[config.mk]
export PLATFORM = sky130hd
export DESIGN_NAME = rr_mux_nbit
export DESIGN_NICKNAME = d
export VERILOG_FILES = /design/src/rtl/rr_mux_nbit.sv
export SDC_FILE = /design/constraint.sdc
export NUM_CORES = 1
export LEC_CHECK = 0
export CAP_MARGIN = 10
export CORE_AREA = 3 3 44 46
export CTS_BUF_LIST = sky130_fd_sc_hd__clkbuf_16
export CTS_CLUSTER_DIAMETER = 120
export DETAILED_ROUTE_END_ITERATION = 12
export DIE_AREA = 0 0 47 49
export PLACE_DENSITY = 0.82
export SLEW_MARGIN = 20
export SYNTH_ARGS = -nofsm -noshare
export SYNTH_HDL_FRONTEND = slang
export SYNTH_SLANG_ARGS = --single-unit
[constraint.sdc]
create_clock -name clk -period 2.5 [get_ports clk]
set_input_delay 0.5 -clock clk [delete_from_list [all_inputs] [get_ports clk]]
set_output_delay 0.5 -clock clk [all_outputs]
set_load 0.03 [all_outputs]
[src/rtl/rr_mux_nbit.sv]
// ---------------------------------------------------------------------------
// rr_mux_nbit
//   K-channel, N-bit multiplexer with a single registered output slot.
//   The granted channel is either chosen directly by sel (mode = 0) or by a
//   round-robin search that starts just after the last round-robin winner
//   (mode = 1). One word per cycle is sustained while out_ready stays high.
//
// Parameters
//   N   data width per channel
//   K   number of input channels (2..16)
//   SW  channel index width, ceil(log2 K)
//
// Ports
//   clk        rising-edge clock
//   reset      asynchronous, active-high reset
//   mode       0 = fixed select via sel, 1 = round-robin
//   sel        channel select used in mode 0
//   in_data    channel i occupies bits [i*N +: N]
//   in_valid   per-channel valid
//   in_ready   per-channel ready, combinational, at most one-hot
//   out_data   registered output word
//   out_valid  out_data holds a word
//   out_ready  downstream accepts the word
//   out_ch     index of the channel that supplied out_data
// ---------------------------------------------------------------------------
module rr_mux_nbit #(
    parameter int N  = 2,
    parameter int K  = 4,
    parameter int SW = 2
) (
    input  logic            clk,
    input  logic            reset,
    input  logic            mode,
    input  logic [SW-1:0]   sel,
    input  logic [K*N-1:0]  in_data,
    input  logic [K-1:0]    in_valid,
    output logic [K-1:0]    in_ready,
    output logic [N-1:0]    out_data,
    output logic            out_valid,
    input  logic            out_ready,
    output logic [SW-1:0]   out_ch
);

    // Last round-robin winner; K-1 after reset so the first search starts at 0.
    logic [SW-1:0] ptr;

    logic          load;
    logic          fix_ok;
    logic          rr_found;
    logic [SW-1:0] rr_idx;
    logic [SW:0]   cand;
    logic          grant;
    logic [SW-1:0] grant_ch;
    logic [N-1:0]  grant_data;

    // Output slot can take a new word when empty or being drained this cycle.
    always_comb begin
        load = 1'b0;
        if (!reset && (!out_valid || out_ready)) begin
            load = 1'b1;
        end else begin
            load = 1'b0;
        end
    end

    // Fixed-select qualification; a select beyond the last channel never grants.
    always_comb begin
        fix_ok = 1'b0;
        if ({1'b0, sel} < (SW+1)'(K)) begin
            fix_ok = in_valid[sel];
        end else begin
            fix_ok = 1'b0;
        end
    end

    // Round-robin search over ptr+1 .. ptr+K modulo K; first valid channel wins.
    // The candidate is kept one bit wider so ptr+i never overflows before the wrap.
    always_comb begin
        rr_found = 1'b0;
        rr_idx   = '0;
        cand     = '0;
        for (int i = 1; i <= K; i++) begin
            cand = {1'b0, ptr} + (SW+1)'(i);
            if (cand >= (SW+1)'(K)) begin
                cand = cand - (SW+1)'(K);
            end else begin
                cand = cand;
            end
            if (!rr_found && in_valid[cand[SW-1:0]]) begin
                rr_found = 1'b1;
                rr_idx   = cand[SW-1:0];
            end else begin
                rr_found = rr_found;
            end
        end
    end

    // Grant decision for this cycle, only made when the output slot can load.
    always_comb begin
        grant    = 1'b0;
        grant_ch = '0;
        if (load) begin
            if (mode) begin
                grant    = rr_found;
                grant_ch = rr_idx;
            end else begin
                grant    = fix_ok;
                grant_ch = sel;
            end
        end else begin
            grant    = 1'b0;
            grant_ch = '0;
        end
    end

    // One-hot ready for the granted channel and selection of its data word.
    always_comb begin
        in_ready   = '0;
        grant_data = '0;
        for (int i = 0; i < K; i++) begin
            if (grant && (grant_ch == SW'(i))) begin
                in_ready[i] = 1'b1;
                grant_data  = in_data[i*N +: N];
            end else begin
                in_ready[i] = 1'b0;
            end
        end
    end

    // Output register and round-robin pointer; only mode-1 grants move ptr.
    always_ff @(posedge clk or posedge reset) begin
        if (reset) begin
            out_valid <= 1'b0;
            out_data  <= '0;
            out_ch    <= '0;
            ptr       <= SW'(K-1);
        end else if (load) begin
            if (grant) begin
                out_valid <= 1'b1;
                out_data  <= grant_data;
                out_ch    <= grant_ch;
                if (mode) begin
                    ptr <= grant_ch;
                end else begin
                    ptr <= ptr;
                end
            end else begin
                out_valid <= 1'b0;
            end
        end else begin
            out_valid <= out_valid;
        end
    end

endmodule

==> impl_metrics.toml, run 1 <==
[timing]
slew_headroom_pct = 71.4
finalSetupViolCount = 0
fin_crit_sh_pct = 96.9
worst_pin_slew_ns = 0.425
post-route-min-period_ns = 2.42
fmax_mhz = 413
hold_viol = 0
drv_slew = 0
fin_skew_ns = 0.00209
rsz0062_at_grt = "false"

[final_layout]
final_layout_size_suffix_gt1_share_pct = 31.7
diodes = 0
fin_nets = 158
syn_to_final_growth_pct = 73.5
fin_util_pct = 80.7
finalInstanceArea_um2 = 1240

[clocking]
numClockSinks = 7
worst_skew_pair.late_latency_ns = 0.23
cts_root_buf = "clkbuf_16"
cts-buffers-inserted = 3
cts_tree = "done"
clk_pin_slew_ns = 0.04
postCtsSetupBuffers = 0
htree_levels = 1
clk_path_buf_depth = 2

[synth]
ys_types = 34
ys_seq_area_share_pct = 24.8
synth_ff_type = "dfrtp_1"
synth.avg_cell_area_um2 = 7.88
synth_area_um2 = 717
synth-async-reset-ratio_pct = 100
yosysWarnings = 0
syn-num-nets = 109
synth-edff-count = 0
synth_largest_area_cell = "dfrtp_1"
post-synth-top-count-cell = "nand2_1"
synth_top_area_share_pct = 17.5
synth_area_leaders = "dfrtp_1, dfstp_2, nand2b_1"
netlist_top_cells_count = "nand2_1, inv_1, nor2_1"
ys_seq_elements = 7
syn_inst = 91

[routing]
drc = 0
drt_iter0_markers = 18
ant_nets = 0
firstDrtPassIters = 4
wl_met1_um = 970
met3WireLength_um = 185
met2_length_mm = 1.22
via_per_inst = 5.74
vias = 890
top_layer_used = "met4"
wl_per_cell_um = 15.6
routed_wl_mm = 2.42

[die]
initial_utilization_pct = 46.5
die-area_um2 = 2300
core-area_um2 = 1540
die_h_um = 49
rows = 14
fp.dieW_um = 47
pin_count = 27

[job]
maxCapViolCount = 0

[worst_setup_path]
cp-start-kind = "input pin"
critical_path_required_ns = 2.00
cp_max_fo = 5
cp.arrival_ns = 1.92
crit_type = "in -> out"
endpoint_kind = "output pin"

[place]
place_area_um2 = 1140
post-dp-hpwl_mm = 1.72
place_congestion = 0.760
numPortBuffers = 26

[global_route]
grt_pass1_vias = 908
grt_overflow = 0
grt_max_degree = 11
grt_usage_pct = 22.8
antenna_found_initial = 0
grt_pass1_wl_mm = 3.94

[min_path]
hold_class = "reg -> reg"

[status]
status = "completed"

[power]
power.leakage_nw = 0.546
power_per_cell_area_nw_per_um2 = 705
ir_drop_mv = 0.650
-- placed cells by master, fill, tap and decap left out --
master,n
a21bo_2,1
a21o_1,2
a21oi_1,2
a21oi_4,1
a311oi_1,3
a31oi_1,1
and2_1,1
and3_1,1
and3b_1,1
buf_4,23
buf_6,2
clkbuf_16,3
clkdlybuf4s50_1,16
dfrtp_1,5
dfstp_2,2
dlygate4sd2_1,6
inv_1,9
mux4_2,1
nand2_1,11
nand2b_1,7
nand2b_2,1
nand3_2,1
nor2_1,6
nor2_2,1
nor2_4,1
nor2b_1,2
nor3_2,1
nor4_1,3
o2111a_2,1
o2111ai_1,1
o21a_1,3
o21ai_0,6
o21ai_1,3
o21ai_2,1
o221ai_1,4
o221ai_2,2
o41ai_1,1
o41ai_4,1
or2_1,1
or3b_4,1
-- what timing repair did --
item	CTS	global route
hold buffers	0	0
pin swaps	3	2
endpoints found under the setup margin	4	3
resized for setup	14	2
-- report_power, final --
part           switching [W]  total [W]  internal, W
Clock              0.0000663   0.000275     0.000209
Combinational       0.000212   0.000415     0.000203
Sequential         0.0000295   0.000187     0.000158
Total               0.000307   0.000877     0.000569
-- critical path: stages --
cell and delay (ns):
clkdlybuf4s50_1 0.46, nor2b_1 0.05, buf_4 0.15, nor2_4 0.12
nand2_1 0.11, buf_4 0.16, nor3_2 0.18, buf_4 0.19
-- cell families after synthesis --
| logic type | share of synthesized area (%) |
|---|---|
| AO/OA/AOI/OAI | 37.2 |
| buffers and inverters | 5.93 |
| flip-flops | 24.8 |
| multiplexers | 3.67 |
| AND/OR/NAND/NOR | 28.4 |
-- cell type report --
class | instances | area, µm²
multi-input combinational | 73 | 529
timing repair buffer | 47 | 408
fill | 90 | 298
sequential | 7 | 178
clock buffer | 3 | 75.1
inverter | 8 | 30.0
tap | 16 | 20.0
clock inverter | 1 | 3.75
-- layer usage --
layer	up-vias	global-route usage [%]
met3	6	4.80
met5	-	0
met1	412	27.0
met2	37	37.8
li1	435	-
met4	0	9.68
-- through the flow --
stage	setup TNS [ns]	setup slack, ns	power [W]	cells	hold slack (ns)
CTS	0	0.0390	0.000875	155	0.505
floorplan	0	0.220	0.000396	91	0.302
global placement	-0.376	-0.105	0.000570	151	0.487
finish	0	0.0787	0.000877	155	0.499
detailed placement	-0.498	-0.147	0.000578	151	0.488
global route	0	0.0107	0.000923	155	0.525
-- registers in the layout, summed over array words and instances (netlist names) --
name / cells
out_ch: 2
out_data: 2
out_valid: 1
ptr: 2
-- worst paths after layout --
kind	start	end	slack, ns	cells past startpoint
setup / recovery	out_ready	in_ready[3]	0.08	8
hold / removal	out_data[1]	out_data[1]	0.50	2
setup reg to reg	ptr[1]	out_data[1]	0.59	6
hold reg to reg	out_data[1]	out_data[1]	0.50	2
max in group asynchronous	reset	ptr[1]	1.52	3
min in group asynchronous	reset	out_ch[0]	0.71	3
No activity file was read; power rests on OpenSTA's default activity.
==> run 2: changes to the inputs <==
--- a/config.mk
+++ b/config.mk
@@ -11,6 +11,7 @@
 export CTS_CLUSTER_DIAMETER = 120
 export DETAILED_ROUTE_END_ITERATION = 12
 export DIE_AREA = 0 0 47 49
+export HOLD_SLACK_MARGIN = 0.02
 export PLACE_DENSITY = 0.82
 export SLEW_MARGIN = 20
 export SYNTH_ARGS = -nofsm -noshare
==> results of run 2 <==
Final layout, timing and power as in run 1 (identical DEF).
